**src/rtl/nor_chain_pulse_sweeper_if.sv**
```systemverilog
// Bus bundle between the test/configuration logic and the NOR-chain pulse sweeper.
// The master side is the tester; the slave side is the sweeper itself.
interface nor_chain_pulse_sweeper_if #(
    parameter int W = 8
);
    logic         start;
    logic [W-1:0] cfg_min_w;
    logic [W-1:0] cfg_max_w;
    logic [W-1:0] cfg_step;
    logic [W-1:0] cfg_gap;
    logic         chain_out;
    logic         chain_in;
    logic         chain_gnd;
    logic         busy;
    logic         done;
    logic         res_valid;
    logic [W-1:0] res_width;
    logic [3:0]   res_edges;

    modport master (
        output start, cfg_min_w, cfg_max_w, cfg_step, cfg_gap, chain_out,
        input  chain_in, chain_gnd, busy, done, res_valid, res_width, res_edges
    );

    modport slave (
        input  start, cfg_min_w, cfg_max_w, cfg_step, cfg_gap, chain_out,
        output chain_in, chain_gnd, busy, done, res_valid, res_width, res_edges
    );
endinterface

```
**src/rtl/nor_chain_pulse_sweeper.sv**
```systemverilog
// Stimulus-and-capture controller for the six-stage NOR chain: parks, settles, sweeps
// pulse widths and counts synchronized output rising edges per pulse.
module nor_chain_pulse_sweeper #(
    parameter int W          = 8,
    parameter int SETTLE_CYC = 8
) (
    input  logic                         myclk,
    input  logic                         myrst,
    nor_chain_pulse_sweeper_if.slave     bus
);
    localparam int SW = $clog2(SETTLE_CYC + 1);
    localparam int TW = (SW > W) ? SW : W;
    localparam logic [TW-1:0] SETTLE_LOAD = TW'(SETTLE_CYC - 1);
    localparam logic [W-1:0]  ONE_W       = {{(W-1){1'b0}}, 1'b1};

    typedef enum logic [2:0] {
        S_IDLE   = 3'd0,
        S_SETTLE = 3'd1,
        S_PULSE  = 3'd2,
        S_GAP    = 3'd3,
        S_REPORT = 3'd4,
        S_DONE   = 3'd5
    } state_t;

    state_t        state_r, state_nxt_s;
    logic [TW-1:0] tmr_r, tmr_nxt_s;
    logic [W-1:0]  cur_w_r, cur_w_nxt_s;
    logic [W-1:0]  min_r, max_r, step_r, gap_r;
    logic [W:0]    sum_s;
    logic [3:0]    cnt_r, cnt_nxt_s;
    logic          sync1_r, sync2_r, sync3_r, edge_r;
    logic          chain_in_r, chain_gnd_r, busy_r, done_r, res_valid_r;
    logic [W-1:0]  res_width_r;
    logic [3:0]    res_edges_r;

    // Zero-valued width/step/gap settings behave as 1.
    function automatic logic [W-1:0] nz(input logic [W-1:0] v);
        return (v == {W{1'b0}}) ? ONE_W : v;
    endfunction

    function automatic logic [3:0] sat_inc(input logic [3:0] v);
        return (v == 4'd15) ? v : v + 4'd1;
    endfunction

    // Synchronizer and rising-edge detect for the asynchronous chain output.
    always_ff @(posedge myclk) begin
        if (myrst) begin
            sync1_r <= 1'b0;
            sync2_r <= 1'b0;
            sync3_r <= 1'b0;
            edge_r  <= 1'b0;
        end else begin
            sync1_r <= bus.chain_out;
            sync2_r <= sync1_r;
            sync3_r <= sync2_r;
            edge_r  <= sync2_r & ~sync3_r;
        end
    end

    // Sequencer next-state, phase timer, current width and edge counter.
    always_comb begin
        state_nxt_s = state_r;
        tmr_nxt_s   = tmr_r;
        cur_w_nxt_s = cur_w_r;
        sum_s       = {1'b0, cur_w_r} + {1'b0, step_r};
        if ((state_r == S_PULSE || state_r == S_GAP) && edge_r) begin
            cnt_nxt_s = sat_inc(cnt_r);
        end else begin
            cnt_nxt_s = cnt_r;
        end
        case (state_r)
            S_IDLE: begin
                if (bus.start) begin
                    state_nxt_s = S_SETTLE;
                    tmr_nxt_s   = SETTLE_LOAD;
                end else begin
                    state_nxt_s = S_IDLE;
                end
            end
            S_SETTLE: begin
                if (tmr_r != {TW{1'b0}}) begin
                    tmr_nxt_s = tmr_r - {{(TW-1){1'b0}}, 1'b1};
                end else if (min_r > max_r) begin
                    state_nxt_s = S_DONE;
                end else begin
                    state_nxt_s = S_PULSE;
                    cur_w_nxt_s = min_r;
                    tmr_nxt_s   = TW'(min_r - ONE_W);
                    cnt_nxt_s   = 4'd0;
                end
            end
            S_PULSE: begin
                if (tmr_r != {TW{1'b0}}) begin
                    tmr_nxt_s = tmr_r - {{(TW-1){1'b0}}, 1'b1};
                end else begin
                    state_nxt_s = S_GAP;
                    tmr_nxt_s   = TW'(gap_r - ONE_W);
                end
            end
            S_GAP: begin
                if (tmr_r != {TW{1'b0}}) begin
                    tmr_nxt_s = tmr_r - {{(TW-1){1'b0}}, 1'b1};
                end else begin
                    state_nxt_s = S_REPORT;
                end
            end
            S_REPORT: begin
                // Width arithmetic is one bit wider so a wrap past 2^W-1 ends the sweep.
                if (sum_s[W] || (sum_s > {1'b0, max_r})) begin
                    state_nxt_s = S_DONE;
                end else begin
                    state_nxt_s = S_PULSE;
                    cur_w_nxt_s = sum_s[W-1:0];
                    tmr_nxt_s   = TW'(sum_s[W-1:0] - ONE_W);
                    cnt_nxt_s   = 4'd0;
                end
            end
            S_DONE: begin
                state_nxt_s = S_IDLE;
            end
            default: begin
                state_nxt_s = S_IDLE;
            end
        endcase
    end

    // Sequencer state, working registers and configuration captured at start.
    always_ff @(posedge myclk) begin
        if (myrst) begin
            state_r <= S_IDLE;
            tmr_r   <= {TW{1'b0}};
            cur_w_r <= {W{1'b0}};
            cnt_r   <= 4'd0;
            min_r   <= ONE_W;
            max_r   <= {W{1'b0}};
            step_r  <= ONE_W;
            gap_r   <= ONE_W;
        end else begin
            state_r <= state_nxt_s;
            tmr_r   <= tmr_nxt_s;
            cur_w_r <= cur_w_nxt_s;
            cnt_r   <= cnt_nxt_s;
            if (state_r == S_IDLE && bus.start) begin
                min_r  <= nz(bus.cfg_min_w);
                max_r  <= bus.cfg_max_w;
                step_r <= nz(bus.cfg_step);
                gap_r  <= nz(bus.cfg_gap);
            end
        end
    end

    // Outputs are registered from the next state so they line up with the state register.
    always_ff @(posedge myclk) begin
        if (myrst) begin
            chain_gnd_r <= 1'b1;
            chain_in_r  <= 1'b0;
            busy_r      <= 1'b0;
            done_r      <= 1'b0;
            res_valid_r <= 1'b0;
            res_width_r <= {W{1'b0}};
            res_edges_r <= 4'd0;
        end else begin
            chain_gnd_r <= (state_nxt_s == S_IDLE);
            chain_in_r  <= (state_nxt_s == S_PULSE);
            busy_r      <= (state_nxt_s != S_IDLE);
            done_r      <= (state_nxt_s == S_DONE);
            res_valid_r <= (state_nxt_s == S_REPORT);
            if (state_nxt_s == S_REPORT) begin
                res_width_r <= cur_w_r;
                res_edges_r <= cnt_nxt_s;
            end
        end
    end

    assign bus.chain_in  = chain_in_r;
    assign bus.chain_gnd = chain_gnd_r;
    assign bus.busy      = busy_r;
    assign bus.done      = done_r;
    assign bus.res_valid = res_valid_r;
    assign bus.res_width = res_width_r;
    assign bus.res_edges = res_edges_r;
endmodule

```
**src/flat_wrapper.sv**
```systemverilog
// flat-port wrapper written by rule: the top's interface ports become plain ports
module nor_chain_pulse_sweeper_flat 
#(
    parameter int W          = 8,
    parameter int SETTLE_CYC = 8
)
  (myclk, myrst, bus_start, bus_cfg_min_w, bus_cfg_max_w, bus_cfg_step, bus_cfg_gap, bus_chain_out, bus_chain_in, bus_chain_gnd, bus_busy, bus_done, bus_res_valid, bus_res_width, bus_res_edges);
  nor_chain_pulse_sweeper_if #(.W(W)) bus_i ();
  input  logic myclk;
  input  logic myrst;
  input wire logic [$bits(bus_i.start)-1:0] bus_start;
  input wire logic [$bits(bus_i.cfg_min_w)-1:0] bus_cfg_min_w;
  input wire logic [$bits(bus_i.cfg_max_w)-1:0] bus_cfg_max_w;
  input wire logic [$bits(bus_i.cfg_step)-1:0] bus_cfg_step;
  input wire logic [$bits(bus_i.cfg_gap)-1:0] bus_cfg_gap;
  input wire logic [$bits(bus_i.chain_out)-1:0] bus_chain_out;
  output wire logic [$bits(bus_i.chain_in)-1:0] bus_chain_in;
  output wire logic [$bits(bus_i.chain_gnd)-1:0] bus_chain_gnd;
  output wire logic [$bits(bus_i.busy)-1:0] bus_busy;
  output wire logic [$bits(bus_i.done)-1:0] bus_done;
  output wire logic [$bits(bus_i.res_valid)-1:0] bus_res_valid;
  output wire logic [$bits(bus_i.res_width)-1:0] bus_res_width;
  output wire logic [$bits(bus_i.res_edges)-1:0] bus_res_edges;
  assign bus_i.start = bus_start;
  assign bus_i.cfg_min_w = bus_cfg_min_w;
  assign bus_i.cfg_max_w = bus_cfg_max_w;
  assign bus_i.cfg_step = bus_cfg_step;
  assign bus_i.cfg_gap = bus_cfg_gap;
  assign bus_i.chain_out = bus_chain_out;
  assign bus_chain_in = bus_i.chain_in;
  assign bus_chain_gnd = bus_i.chain_gnd;
  assign bus_busy = bus_i.busy;
  assign bus_done = bus_i.done;
  assign bus_res_valid = bus_i.res_valid;
  assign bus_res_width = bus_i.res_width;
  assign bus_res_edges = bus_i.res_edges;
  nor_chain_pulse_sweeper #(.W(W), .SETTLE_CYC(SETTLE_CYC)) u_core (.myclk(myclk), .myrst(myrst), .bus(bus_i));
endmodule
```
**config.mk**
```make
export PLATFORM = sky130hd
export DESIGN_NAME = nor_chain_pulse_sweeper_flat
export DESIGN_NICKNAME = d
export VERILOG_FILES = /design/src/rtl/nor_chain_pulse_sweeper_if.sv /design/src/rtl/nor_chain_pulse_sweeper.sv /design/src/flat_wrapper.sv
export SDC_FILE = /design/constraint.sdc
export NUM_CORES = 1
export LEC_CHECK = 0
export ABC_AREA = 1
export CORE_ASPECT_RATIO = 0.8
export CORE_MARGIN = 4
export CORE_UTILIZATION = 57
export DETAILED_ROUTE_END_ITERATION = 10
export PLACE_DENSITY = 0.93
export SYNTH_ARGS = -nofsm -noshare
export SYNTH_HDL_FRONTEND = slang
export SYNTH_SLANG_ARGS = --single-unit
```
**constraint.sdc**
```tcl
create_clock -name myclk -period 3.2 [get_ports myclk]
set_input_delay 0.64 -clock myclk [delete_from_list [all_inputs] [get_ports myclk]]
set_output_delay 0.64 -clock myclk [all_outputs]
set_load 0.01 [all_outputs]
```
==> flow_metrics.env <==
export IMPL_numPortBuffers=52
export IMPL_die_h_um=87.9
export IMPL_syn_avg_cell_area_um2=6.80
export IMPL_die_area_um2=9490
export IMPL_ys_ff_latch=76
export IMPL_layout_common_cells="nand2_1, inv_1, dfxtp_1"
export IMPL_rsz0062_at_grt="yes"
export IMPL_synth_warning_count=0
export IMPL_vias_per_cell=5.55
export IMPL_layout_worst_path_cycle_share=0.936
export IMPL_power_density_nw_per_um2=875
export IMPL_dr_pass1_iters=5
export IMPL_cts_max_level=3
export IMPL_endpoint_kind="flop"
export IMPL_gp_congestion=0.990
export IMPL_clkSinkCount=76
export IMPL_grt_usage=0.273
export IMPL_worstSkewPairLatency_ps=360
export IMPL_vdd_drop_max_v=0.000455
export IMPL_relSlewSlack=0.444
export IMPL_syn_inst=670
export IMPL_finalHoldViolCount=0
export IMPL_detail_route_iter0_violations=518
export IMPL_clk_pin_slew_ps=100
export IMPL_drv_slew=0
export IMPL_startpoint="u_core.step_r[0]$_SDFFE_PP1P_"
export IMPL_drc=0
export IMPL_required_ps=3490
export IMPL_hold_path_depth=1
export IMPL_antenna_found_initial=0
export IMPL_final_area_um2=5390
export IMPL_cts_made_buffers=9
export IMPL_synth_area_um2=4550
export IMPL_r2r_cells=22
export IMPL_vias=4619
export IMPL_layout_commonest_cell="nand2_1"
export IMPL_grt_pass1_wl_um=20500
export IMPL_setup_viol=0
export IMPL_final_net_count=789
export IMPL_fillers=660
export IMPL_rows=28
export IMPL_ios=53
export IMPL_hp_start="u_core.sync3_r$_SDFF_PP0_"
export IMPL_path_class="reg2reg"
export IMPL_cts_tree="yes"
export IMPL_synth_seq_area_share=0.334
export IMPL_postRouteAntennaNets=0
export IMPL_synth_nets=736
export IMPL_wl_per_cell_um=14.9
export IMPL_instances_no_fill=833
export IMPL_hpwl_um=9450
export IMPL_drt_wl_total_um=12400
export IMPL_cts_max_path_buffers=2
export IMPL_start_util=0.602
export IMPL_crit_path_start_kind="flop"
export IMPL_finClkSkew_ps=12.4
export IMPL_drive_above_1_share=0.0714
export IMPL_ctsHoldBuffers=0
export IMPL_rrSetupSlack_ps=210
export IMPL_num_antenna_cells=0
export IMPL_grt_pass1_vias=4478
export IMPL_min_period_ps=2990
export IMPL_dpl_cell_area_um2=5170
export IMPL_root_buffer="clkbuf_8"
export IMPL_maxCapViolations=0
export IMPL_holdWs_ps=405
export IMPL_grt_max_degree=54
export IMPL_max_freq_mhz=334
export IMPL_leakage_nw=2.43
export IMPL_status="finished, final reports clean"
export IMPL_tightest_slew_ps=833
export IMPL_synth_cell_types=41
export IMPL_syn2layout_area_growth_pct=18.5
export IMPL_die_w_um=108
export IMPL_dp_cells=815
export IMPL_worst_path_max_fanout=12
export IMPL_overflow=0
export IMPL_worstReg2RegStart="u_core.step_r[0]$_SDFFE_PP1P_"
export IMPL_hold_path_class="reg2reg"
export IMPL_arrival_ps=3280
export IMPL_core_area_um2=7570
[flip-flops by register name, summed over array words and instances (netlist names), 3 cells and up]
signal                count
u_core.state_r            3
u_core.cnt_r              4
u_core.min_r              8
u_core.gap_r              8
u_core.bus.res_width      8
u_core.cur_w_r            8
u_core.bus.res_edges      4
u_core.max_r              8
u_core.tmr_r              8
u_core.step_r             8
[Yosys cell counts, drive strengths merged]
cell       n  area [µm²]
o21bai     1        7.51
o22ai      2        12.5
inv       88         330
clkinv     1        3.75
or2        1        6.26
dfxtp     76        1520
o21ai     44         220
nor4       3        18.8
a21oi     65         344
nand4     16         115
clkbuf    13        48.8
a31o       1        8.76
nand3     45         225
o311ai     1        8.76
a31oi      2        12.5
nand2    184         718
o21a       2        15.0
ha        29         363
o2111ai    2        17.5
buf        9        63.8
nor3       5        36.3
fa         1        20.0
xnor2      1        8.76
xor2      17         149
a21o       1        7.51
mux2       1        11.3
a211oi     2        15.0
o211ai     6        45.0
nor2      51         199
[timing repair]
item / CTS / global route
buffers inserted: 0 / 2
setup endpoints to repair: 0 / 24
gates resized for setup: 0 / 6
[through the flow]
step	util	setup TNS [ps]	setup WS, ps	total power [mW]
global route	0.713	-31.7	-12.0	5.10
CTS	0.708	0	25.6	4.62
detailed placement	0.683	0	51.7	3.88
global placement	0.683	0	212	3.78
finish	0.713	0	205	4.72
floorplan	-	0	491	3.22
[cell families (layout without fill, tap and decap cells)]
logic type	Yosys count	in the layout	synth area share
adders and majority gates	30	30	0.0841
and+or+nand+nor	305	305	0.290
buffers and inverters	111	169	0.0981
xor gates and xnor gates	18	18	0.0346
AOI/OAI and AO/OA	129	129	0.157
muxes	1	1	0.00247
DFF	76	76	0.334
[worst paths after layout]
| kind | to |
|---|---|
| worst max register to register | u_core.bus.res_edges[2]$_SDFFE_PP0N_ |
| worst min register to register | u_core.edge_r$_SDFF_PP0_ |
| worst max-delay path | u_core.bus.res_edges[2]$_SDFFE_PP0N_ |
| worst min-delay path | u_core.edge_r$_SDFF_PP0_ |
[report_power, final]
| group | switching (mW) | total [mW] | internal [mW] |
|---|---|---|---|
| sequential | 0.181 | 1.34 | 1.16 |
| combinational | 1.75 | 2.66 | 0.908 |
| clock | 0.414 | 0.715 | 0.300 |
| total | 2.35 | 4.72 | 2.37 |
[per-layer routing]
metal	global-route usage	part of all wire	up-vias
li1	-	-	2305
met1	0.361	0.45	2113
met2	0.449	0.46	170
met3	0.0501	0.065	31
met4	0.104	0.021	0
met5	0	0	-
[area by class of cell]
| class | instances | area (µm²) | area share |
|---|---|---|---|
| Tap cell | 105 | 131 | 0.0244 |
| Clock inverter | 7 | 65.1 | 0.0121 |
| Inverter | 89 | 334 | 0.0619 |
| Clock buffer | 9 | 124 | 0.0230 |
| Timing Repair Buffer | 64 | 614 | 0.114 |
| Sequential cell | 76 | 1520 | 0.282 |
| Multi-Input combinational cell | 483 | 2600 | 0.483 |
[worst max-delay path, stage by stage, from the launching register on]
cell and delay (ps):
dfxtp_1 320, ha_1 240, fa_2 380, nand2_1 100, nand2_1 50, nand2_1 70, nand2_1 130, ha_1 330
nand2_1 80, inv_1 80, nand2_1 60, nand2_1 70, nand2_1 50, nand2_1 60, nand2_1 50, nand2_1 50
nand2_1 50, nand2_1 90, nand2_2 100, buf_6 180, nand2_8 110, nand3_1 110, a21oi_1 160
Power figures use the tool's default switching activity.
